==> src/rtl/mem_stage_ctrl_pkg.sv <==
// Shared processor definitions for the memory stage: opcodes, FSM encoding and decode helpers.
package mem_stage_ctrl_pkg;

  localparam logic [4:0] OpAlu  = 5'b00000;
  localparam logic [4:0] OpAddi = 5'b00101;
  localparam logic [4:0] OpSw   = 5'b00111;
  localparam logic [4:0] OpLw   = 5'b01000;

  typedef enum logic [0:0] {
    StIdle,
    StAccess
  } mem_state_e;

  function automatic logic is_mem_op(logic [4:0] op);
    return (op == OpLw) || (op == OpSw);
  endfunction

  function automatic logic writes_reg(logic [4:0] op);
    return (op == OpLw) || (op == OpAlu) || (op == OpAddi);
  endfunction

endpackage

==> src/rtl/mem_req_fsm.sv <==
// IDLE/ACCESS sequencer for data-memory requests; owns the rden/wren strobes.
module mem_req_fsm
  import mem_stage_ctrl_pkg::*;
(
  input  logic clock,
  input  logic reset,
  input  logic start,
  input  logic is_load,
  input  logic ack,
  output logic ready,
  output logic rden,
  output logic wren,
  output logic done
);

  mem_state_e state_q, state_d;

  always_ff @(posedge clock) begin
    if (reset) begin
      state_q <= StIdle;
    end else begin
      state_q <= state_d;
    end
  end

  always_comb begin
    state_d = state_q;
    case (state_q)
      StIdle:   if (start) state_d = StAccess;
      StAccess: if (ack) state_d = StIdle;
      default:  state_d = StIdle;
    endcase
  end

  // Only lw/sw ever reach ACCESS, so a non-load is a store.
  always_comb begin
    ready = 1'b0;
    rden  = 1'b0;
    wren  = 1'b0;
    done  = 1'b0;
    case (state_q)
      StIdle: ready = 1'b1;
      StAccess: begin
        rden = is_load;
        wren = ~is_load;
        done = ack;
      end
      default: ready = 1'b0;
    endcase
  end

endmodule

==> src/rtl/mem_stage_ctrl.sv <==
// Memory pipeline stage: X/M acceptance, M register, W-to-M store bypass and M/W register.
module mem_stage_ctrl
  import mem_stage_ctrl_pkg::*;
(
  input  logic        clock,
  input  logic        reset,
  input  logic        xm_valid,
  input  logic [4:0]  xm_opcode,
  input  logic [4:0]  xm_rd,
  input  logic [31:0] xm_alu,
  input  logic [31:0] xm_b,
  output logic        xm_ready,
  output logic [11:0] dmem_addr,
  output logic [31:0] dmem_wdata,
  output logic        dmem_wren,
  output logic        dmem_rden,
  input  logic [31:0] dmem_rdata,
  input  logic        dmem_ack,
  output logic        mw_valid,
  output logic [4:0]  mw_opcode,
  output logic [4:0]  mw_rd,
  output logic [31:0] mw_data,
  output logic        mw_we
);

  logic [4:0]  m_opcode_q;
  logic [4:0]  m_rd_q;
  logic [31:0] m_addr_q;
  logic [31:0] m_wdata_q;

  logic        mw_valid_q;
  logic [4:0]  mw_opcode_q;
  logic [4:0]  mw_rd_q;
  logic [31:0] mw_data_q;

  logic        accept;
  logic        xm_is_mem;
  logic        start;
  logic        done;
  logic        m_is_load;
  logic        bypass;
  logic [31:0] store_data;

  assign accept    = xm_valid & xm_ready;
  assign xm_is_mem = is_mem_op(xm_opcode);
  assign start     = accept & xm_is_mem;
  assign m_is_load = (m_opcode_q == OpLw);

  // A load sitting in M/W this cycle supplies the store data it would otherwise miss.
  assign bypass = mw_valid_q && (mw_opcode_q == OpLw) && (mw_rd_q == xm_rd) && (xm_rd != 5'd0);
  assign store_data = bypass ? mw_data_q : xm_b;

  mem_req_fsm u_mem_req_fsm (
    .clock   (clock),
    .reset   (reset),
    .start   (start),
    .is_load (m_is_load),
    .ack     (dmem_ack),
    .ready   (xm_ready),
    .rden    (dmem_rden),
    .wren    (dmem_wren),
    .done    (done)
  );

  always_ff @(posedge clock) begin
    if (reset) begin
      m_opcode_q <= 5'd0;
      m_rd_q     <= 5'd0;
      m_addr_q   <= 32'd0;
      m_wdata_q  <= 32'd0;
    end else if (start) begin
      m_opcode_q <= xm_opcode;
      m_rd_q     <= xm_rd;
      m_addr_q   <= xm_alu;
      m_wdata_q  <= store_data;
    end
  end

  always_ff @(posedge clock) begin
    if (reset) begin
      mw_valid_q  <= 1'b0;
      mw_opcode_q <= 5'd0;
      mw_rd_q     <= 5'd0;
      mw_data_q   <= 32'd0;
    end else if (done) begin
      mw_valid_q  <= 1'b1;
      mw_opcode_q <= m_opcode_q;
      mw_rd_q     <= m_rd_q;
      mw_data_q   <= m_is_load ? dmem_rdata : m_addr_q;
    end else if (accept && !xm_is_mem) begin
      mw_valid_q  <= 1'b1;
      mw_opcode_q <= xm_opcode;
      mw_rd_q     <= xm_rd;
      mw_data_q   <= xm_alu;
    end else begin
      mw_valid_q  <= 1'b0;
    end
  end

  assign dmem_addr  = m_addr_q[11:0];
  assign dmem_wdata = m_wdata_q;

  assign mw_valid  = mw_valid_q;
  assign mw_opcode = mw_opcode_q;
  assign mw_rd     = mw_rd_q;
  assign mw_data   = mw_data_q;
  assign mw_we     = mw_valid_q & writes_reg(mw_opcode_q) & (mw_rd_q != 5'd0);

endmodule
==> config.mk <==
export PLATFORM = sky130hd
export DESIGN_NAME = mem_stage_ctrl
export DESIGN_NICKNAME = d
export VERILOG_FILES = /design/src/rtl/mem_stage_ctrl_pkg.sv /design/src/rtl/mem_req_fsm.sv /design/src/rtl/mem_stage_ctrl.sv
export SDC_FILE = /design/constraint.sdc
export NUM_CORES = 1
export LEC_CHECK = 0
export ABC_AREA = 1
export CAP_MARGIN = 20
export CELL_PAD_IN_SITES_DETAIL_PLACEMENT = 1
export CELL_PAD_IN_SITES_GLOBAL_PLACEMENT = 2
export CORE_ASPECT_RATIO = 1.75
export CORE_MARGIN = 2
export CORE_UTILIZATION = 21
export DETAILED_ROUTE_END_ITERATION = 7
export PLACE_DENSITY_LB_ADDON = 0.1
export SLEW_MARGIN = 20
export SYNTH_ARGS = -nofsm -noshare
export SYNTH_HDL_FRONTEND = slang
export SYNTH_SLANG_ARGS = --single-unit
==> constraint.sdc <==
create_clock -name clock -period 1.4 [get_ports clock]
set_input_delay 0.28 -clock clock [delete_from_list [all_inputs] [get_ports clock]]
set_output_delay 0.28 -clock clock [all_outputs]
set_load 0.1 [all_outputs]
Word level (Yosys, flattened, before mapping)
Index checks and enable logic that the tools add are counted.
- latch bits: 0
- input bits: 110
- memories: 0
- logic and storage cells: 50
- memory bits (writable): 0
- flip-flop bits (word level): 118
- output and inout bits: 91
- bits in read-only memories: 0
- order comparisons: 0
- shifts and indexed selects: 0
- reduce and logical (&&, ||, !) cells: 12
- div/mod/pow operators: 0
- bitwise gates (word level): 6
- multiplexer cells: 17
- eq/ne operators: 6
- $mul: 0
- $add $sub $neg: 0
- operator list (operator ; number):
    $mux W32 ; 4
    $mux W5 ; 4
    $eq A5 B4 Y1 const B ; 3
    $eq A5 B3 Y1 const B ; 2
    $reduce_bool A5 Y1 ; 2
    $mux W1 ; 8
    $eq A5 B5 Y1 ; 1
    $logic_not A5 Y1 ; 1
    $and A1 B1 Y1 ; 4
    $logic_and A1 B1 Y1 ; 4
    $logic_or A1 B1 Y1 ; 3
    $not A1 Y1 ; 2
    $pmux W1 S2 ; 1
    $reduce_bool A2 Y1 ; 1
    $logic_not A1 Y1 ; 1

Longest topological paths before layout
Gate-level depths: netlist of the first run.
- depth after elaboration: 6
- depth in mapped cells: 12
- depth with buffers taken out: 11

By module
Synthesis of the first run repeated with hierarchy kept, for this count alone.
- cell total of the unflattened synthesis: 1000
- area total of the unflattened synthesis: 6160.9 µm²
- by module, submodules not included (module ; sequential area each (µm²) ; area an instance (µm²) ; instances ; cells each):
    mem_stage_ctrl ; 2342.2 ; 6098.3 ; 1 ; 989
    mem_req_fsm ; 20.0 ; 62.6 ; 1 ; 11

Worst setup path after synthesis of the first run
Ideal clock, no wire load.
- kind: flip-flop to output port
- start point: reg mw_rd_q[0], in the netlist mw_rd[0]
- end point: out mw_we
- cell stages (with the launch flop): 5
- required time: 1.120 ns
- data arrival time: 4.190 ns
- path buffers: 0
- slack: -3.070 ns
- cell sequence: dfxtp_1 -> inv_1 -> nand3_1 -> nor3_1 -> nor4_1
- word-level cells in the longest chain between the ends: 2
- RTL lines (what ; line ; source):
    from (decl) ; mem_stage_ctrl.sv:33 ; logic [4:0] mw_rd_q;
    from (signal assigned) ; mem_stage_ctrl.sv:88 ; mw_rd_q <= m_rd_q;
    from (signal assigned) ; mem_stage_ctrl.sv:93 ; mw_rd_q <= xm_rd;
    $reduce_bool A5 Y1 ; mem_stage_ctrl.sv:107 ; assign mw_we = mw_valid_q & writes_reg(mw_opcode_q) & (mw_rd_q != 5'd0);
    $and A1 B1 Y1 ; mem_stage_ctrl.sv:107 ;
    to (decl) ; mem_stage_ctrl.sv:23 ; output logic mw_we
Every way passes these cells.

Final worst setup path of the first run
- start point: reg m_opcode_q[1]
- end point: out dmem_wren
- word-level cells in the longest chain between the ends: 3
- RTL lines (what ; line ; source):
    from (decl) ; mem_stage_ctrl.sv:26 ; logic [4:0] m_opcode_q;
    from (signal assigned) ; mem_stage_ctrl.sv:72 ; m_opcode_q <= xm_opcode;
    $eq A5 B4 Y1 ; mem_stage_ctrl.sv:47 ; assign m_is_load = (m_opcode_q == OpLw);
    $not A1 Y1 ; mem_req_fsm.sv:45 ; wren = ~is_load;
    $mux W1 ; mem_req_fsm.sv:41 ; case (state_q)
    to (decl) ; mem_stage_ctrl.sv:15 ; output logic dmem_wren,
Every way passes these cells.

==> results_dict.tcl, run 1 <==
set metrics [dict create \
    ys_async_sr_fraction_pct 0 \
    avgSynthCellArea_um2 6.82 \
    fmax_ghz 0.545 \
    synthCells 817 \
    finalHoldViolCount 0 \
    nets 1181 \
    hold_buffers 0 \
    synth_top_area_share_pct 42.4 \
    grt_pass1_vias 6920 \
    path_cells "nor3_4 > nand3_2 > buf_12 > nand2_4 > clkinvlp_4 > buf_12" \
    syn_to_final_growth_pct 101 \
    rsz0062_at_grt "yes" \
    rows 78 \
    clk_latency_ns 0.43 \
    synth_top_family_by_area "compound AO/OA/AOI/OAI gates" \
    antenna_left 0 \
    slew_headroom_pct 64.1 \
    worst_pin_slew_ns 0.539 \
    ys_ff_latch 118 \
    grt-busiest-layer "met2" \
    r2r_setup_slack_ns -0.27 \
    die_h_um 219 \
    path_clk_slew_ns 0.05 \
    diodes 0 \
    dr.pass1.iters 4 \
    clockBufferDepth 2 \
    dpl_worst_slack_ns -0.665 \
    cts_root_buf "clkbuf_16" \
    cts_tree "built" \
    wire_per_inst_um 18.5 \
    totalWireLength_um 26000 \
    finalSetupViolations 58 \
    start_kind "flip-flop" \
    cp_slowest_stage_delay_ns 0.33 \
    powerDensity_nw_per_um2 1020 \
    fin_crit_ns 1.83 \
    layout_setup_ws_ns -0.434 \
    drt_iter0_drc 206 \
    synth-main-ff-cell "dfxtp_1" \
    ctsHtreeMaxLevel 4 \
    grt_use_met2_pct 36.7 \
    die_w_um 127 \
    grtUsageTotal_pct 19.0 \
    period_share_pct 131 \
    synth_compound_area_share_pct 23.4 \
    crit_path_end_kind "output port" \
    viasPerCell 4.60 \
    ys_types 21 \
    crit_family "buffers and inverters" \
    yosys-top-cells-count "o21ai_0 (139), dfxtp_1 (118), a21oi_1 (104), nor2_1 (99), nand2_1 (98)" \
    crit_buf_inv 3 \
    dp_hpwl_um 17800 \
    synth.mux.area_fraction_pct 0 \
    synth.most_common_cell "o21ai_0" \
    leakagePower_nw 4.43 \
    syn-num-nets 927 \
    min_from "reset" \
    min_path_type "input pin to flip-flop" \
    slew_viol_final 0 \
    yosys.area.top_type "dfxtp_1" \
    synth-xor-area-share_pct 0.157 \
    drc 0 \
    yosys.area_share.adder_pct 0 \
    yosys-top-cells-area "dfxtp_1 (42%), o21ai_0 (12%), a21oi_1 (9.3%)" \
    fin_area_um2 11200 \
    fp.dieArea_um2 27900 \
    crit_type "flip-flop to output port" \
    worst-path-max-fanout 3 \
    vdd_drop_max_mv 0.763 \
    syn_area_um2 5570 \
    path_common_cell "buf_12" \
    violations "negative setup slack" \
    drive_gt1_share_pct 36.5 \
    initial_core_util_pct 21.5 \
    ys_warn_count 0 \
    max_cap_violations 0 \
    synth_edf_count 0 \
    core_area_um2 26000 \
    crit_path_start "m_opcode_q[1]" \
    fillers 2902 \
    status "complete, but fails checks" \
    seq_area_frac_synth_pct 42.4 \
    r2r_start "mw_rd[3]" \
    port_buffers 200 \
    cts_made_buffers 17 \
    grt_overflow 0 \
    vias 6458 \
    cp.arrival_ns 1.55 \
    met1_usage_pct 20.4 \
    grtUsageMet3_pct 4.25 \
    numClockSinks 118 \
    gp_congestion 0.722 \
    antenna_found_initial 0 \
    finClkSkew_ns 0.00712 \
    crit_slowest_cell "dfxtp_2" \
    ios 201 \
    grt_pass1_wl_um 40000 \
    synth-simple-area-share_pct 21.3 \
    crit_required_ns 1.12 \
    power_mw 11.4 \
    placed_area_um2 9410 \
    grt_max_degree 43 \
]
layer usage:
layer  vias up  wire (µm)
met2       140      14400
met3        21       1070
li1       3205          -
met5         -          0
met4         0        341
met1      3092      10200
layout make-up:
| class | count | area [µm²] | area share, % |
|---|---|---|---|
| repair inverters | 1 | 7.51 | 0.0669 |
| well taps | 320 | 400 | 3.57 |
| repair buffers | 308 | 4230 | 37.7 |
| inverters | 90 | 360 | 3.21 |
| clock buffers | 28 | 517 | 4.60 |
| flip-flops and latches | 118 | 2420 | 21.5 |
| multi-input cells | 535 | 3250 | 29.0 |
| clock inverters | 3 | 40.0 | 0.357 |
tightest hold or removal path, stage by stage:
cell and delay (ns):
buf_2 0.10, inv_2 0.11, o21ai_0 0.10, a21oi_1 0.04
power breakdown:
group / internal [mW] / total, mW / leakage (nW) / switching, mW
logic: 1.37 / 3.38 / 3.18 / 2.00
clock network: 2.66 / 4.30 / 0.274 / 1.64
registers: 3.55 / 3.76 / 0.975 / 0.214
total: 7.59 / 11.4 / 4.43 / 3.86
path summary, 6_finish.rpt:
check                                      end  cells past startpoint
worst max-delay path                 dmem_wren                      6
worst min-delay path             m_opcode_q[3]                      4
worst max register to register  dmem_wdata[12]                     13
worst min register to register    m_addr_q[31]                      2
sequential cells by signal (all words and copies together) (netlist names):
register and count:
m_rd_q 5, m_addr_q 32, mw_valid 1, mw_data 32, dmem_wdata 32, m_opcode_q 5, u_mem_req_fsm.state_q 1, mw_rd 5
mw_opcode 5
stage by stage:
step                hold slack, ns  util [%]  cells  setup TNS, ns
floorplan                    0.370         -    817          -4.31
global placement             0.439      36.2   1347         -58.74
detailed placement           0.448      36.2   1347         -62.84
CTS                          0.226      41.6   1399         -14.87
global route                 0.272      43.2   1403         -17.92
finish                       0.251      43.2   1403         -12.48
cells by family after synthesis:
kind of cell              Yosys count
buffers and inverters             164
AOI/OAI and AO/OA                 260
xor gates and xnor gates            1
and+or+nand+nor                   274
DFF                               118
repair_timing:
action / CTS / global route
pin swaps: 24 / 40
resized for setup: 153 / 123
cloned: 9 / 2
endpoints found under the setup margin: 121 / 83
setup buffers: 14 / 8
layout by cell type (no fill, tap or decap), types with 6 or more instances in the layout:
cell type	count
clkbuf_16	19
dfxtp_4	12
a21oi_1	81
nand2_4	33
o21ai_2	7
inv_1	71
a21oi_2	19
clkdlybuf4s50_1	102
dfxtp_1	99
nand4_1	32
inv_2	12
clkbuf_1	6
buf_12	109
o21ai_1	44
nand2_2	13
nor2_4	7
nand2_1	51
dfxtp_2	7
buf_6	19
o21ai_0	104
buf_16	6
nand3_2	34
nor2_1	89
buf_4	57
Note: power is estimated with default switching activity, not from simulation.
==> run 2: changes to the inputs <==
Settings changed: ABC_AREA 1 to not set, CORE_UTILIZATION 21 to 24, CTS_CLUSTER_DIAMETER set to 50.
==> run 2 against run 1 <==
  * The flow still finishes with violations (negative setup slack)
  * Total power is 0.46% higher
  * Count of clock-buffer cells in the layout is 5 lower
  * Via count is 14% higher
  * Setup slack worse by 0.30 ns
  * Fmax is 14% lower
  * Synthesized cell count is 8.8% lower
  * Critical path depth is 2 lower
  * Die area is 1.6% lower
  * Sequential share of layout area is 3.0 points lower
  * Clock power is 9.1% higher
  * Register-to-register slack worse by 0.44 ns
  * Largest power group unchanged
  * Highest routed layer unchanged
==> results_dict.tcl, run 2 <==
set metrics [dict create \
    status "complete, but fails checks" \
    violations "negative setup slack" \
    drc 0 \
    avgSynthCellArea_um2 8.41 \
    yosys-top-cells-count "dfxtp_1 (118), nand2_1 (101), o21ai_0 (66), clkbuf_1 (61), a21oi_1 (42)" \
    yosys.area.top_type "dfxtp_1" \
    r2r-end "mw_data[28]" \
    gp_congestion 0.839 \
    ys_async_sr_fraction_pct 0 \
    holdWs_ns 0.227 \
    crit_type "flip-flop to output port" \
    r2r_setup_slack_ns -0.71 \
    clockBufferDepth 2 \
    ctsHtreeMaxLevel 4 \
    port_buffers 200 \
    fmax_ghz 0.468 \
    drive_gt1_share_pct 52.7 \
    cts_tree "built" \
    crit_path_end_kind "output port" \
    min_from "xm_opcode[3]" \
    powerDensity_nw_per_um2 875 \
    final_common_cell "buf_12" \
    yosys-top-cells-area "dfxtp_1 (38%), o41ai_2 (8.1%), nand2_1 (6.1%)" \
    crit_required_ns 1.12 \
    fin_crit_ns 2.14 \
    wire_per_inst_um 24.9 \
    period_share_pct 153 \
    seq_area_frac_synth_pct 37.7 \
    start_kind "flip-flop" \
    final_util_pct 51.0 \
    fp.dieArea_um2 27500 \
    die_w_um 126 \
    slew_viol_final 0 \
    syn_area_um2 6260 \
    synth.most_common_cell "dfxtp_1" \
    antenna_left 0 \
    syn-num-nets 855 \
    r2r_cells 6 \
    worst-path-max-fanout 4 \
    path_clk_slew_ns 0.06 \
    grt_overflow 0 \
    viasPerCell 5.49 \
    core_area_um2 25800 \
    grt_pass1_vias 8179 \
    ys_warn_count 0 \
    cts_root_buf "clkbuf_16" \
    totalWireLength_um 33300 \
    grt_pass1_wl_um 50500 \
    numClockSinks 118 \
    leakagePower_nw 4.81 \
    ios 201 \
    clk_latency_ns 0.43 \
    vdd_drop_max_mv 0.795 \
    synthCells 745 \
    synth_edf_count 0 \
    layout_setup_ws_ns -0.738 \
    hold_buffers 0 \
    min_path_type "input pin to flip-flop" \
    tns_ns -38.66 \
    vias 7353 \
    dr.pass1.iters 4 \
    worst_pin_slew_ns 0.434 \
    syn_to_final_growth_pct 110 \
    mostFrequentLayoutCells "buf_12 (132), clkdlybuf4s50_1 (102), dfxtp_1 (80), o21ai_0 (51), buf_4 (49)" \
    min_to "m_opcode_q[3]" \
    drt_iter0_drc 355 \
    cts_made_buffers 17 \
    antenna_found_initial 1 \
    finClkSkew_ns 0.00931 \
    rows 78 \
    finalHoldViolCount 0 \
    die_h_um 218 \
    synth-main-ff-cell "dfxtp_1" \
    cp.arrival_ns 1.86 \
    dp_hpwl_um 20400 \
    hold_depth 4 \
    rsz0062_at_grt "yes" \
    ys_ff_latch 118 \
    slew_headroom_pct 71.1 \
    initial_core_util_pct 24.3 \
    nets 1116 \
    synth_top_area_share_pct 37.7 \
    grt_max_degree 57 \
    ys_types 43 \
    max_cap_violations 0 \
    finalSetupViolations 126 \
    r2r_start "m_opcode_q[1]" \
    grtUsageTotal_pct 23.9 \
]
[run 2: cell types whose count changed after synthesis, sizes merged, moves of 10 or more]
| cell | delta |
|---|---|
| o311a | +32 |
| o41ai | +32 |
| inv | -56 |
| a31oi | +32 |
| nand3 | -36 |
| a21oi | -60 |
| o2111ai | +32 |
| a311oi | +10 |
| o31ai | +32 |
| nor2 | -65 |
| a211oi | +11 |
| clkbuf | +26 |
| o21ai | -89 |
[run 2: logic make-up (layout without fill, tap and decap cells)]
kind of cell	count (synthesis)	after routing	synth area share (%)
DFF	118	118	37.7
AOI/OAI and AO/OA	296	298	37.4
xor gates and xnor gates	4	4	0.559
buffers and inverters	139	411	10.5
and+or+nand+nor	188	188	13.8
other	0	1	0
[run 2: per-stage QoR]
| step | setup WS [ns] | cells | total power [mW] | instance area (µm²) |
|---|---|---|---|---|
| floorplan | -0.735 | 745 | 5.06 | 6490 |
| CTS | -0.739 | 1335 | 11.5 | 12800 |
| global route | -0.782 | 1340 | 11.9 | 13100 |
| finish | -0.738 | 1340 | 11.5 | 13100 |
| detailed placement | -0.958 | 1243 | 6.36 | 10100 |
| global placement | -0.833 | 1243 | 6.33 | 10100 |
[run 2: per-layer routing]
layer | track usage, % | vias to the layer above | wire length (µm)
met5 | 0 | - | 0
met4 | 13.7 | 0 | 1740
met3 | 4.83 | 79 | 1340
met2 | 42.9 | 226 | 17900
met1 | 26.0 | 3691 | 12300
li1 | - | 3357 | -
[run 2: cell type report]
cell class / count / area (µm²)
Fill cell: 2710 / 12600
Inverter: 34 / 131
Tap cell: 320 / 400
Clock buffer: 23 / 498
Multi-Input combinational cell: 490 / 4580
Sequential cell: 118 / 2430
Clock inverter: 9 / 121
Timing Repair Buffer: 345 / 4970
Antenna cell: 1 / 2.50
[run 2: report_power, final]
part / internal [mW] / switching, mW / leakage [nW]
Clock: 3.02 / 1.67 / 0.313
Sequential: 3.49 / 0.183 / 0.979
Combinational: 1.34 / 1.79 / 3.52
Total: 7.85 / 3.64 / 4.81
[run 2: timing repair]
action / in CTS / in global routing
pin swaps: 89 / 65
setup endpoints to repair: 131 / 145
gates resized for setup: 282 / 126
setup buffers: 38 / 21
gates cloned: 23 / 1
[run 2: critical path, cell delays in order (launching register included)]
cell,delay (ns)
dfxtp_2,0.32
or4b_4,0.58
buf_12,0.16
nor3_4,0.15
buf_12,0.20
[run 2: worst max-delay path by stage]
stage                  startpoint        endpoint  slack, ns  cells past startpoint
CTS                 m_opcode_q[1]       dmem_rden      -0.74                      4
global route        m_opcode_q[1]       dmem_rden      -0.78                      4
floorplan           m_opcode_q[0]       dmem_rden      -0.74                      4
finish              m_opcode_q[1]       dmem_rden      -0.74                      4
detailed placement   xm_opcode[1]  dmem_wdata[28]      -0.96                      7
global placement     xm_opcode[0]      mw_data[5]      -0.83                      7
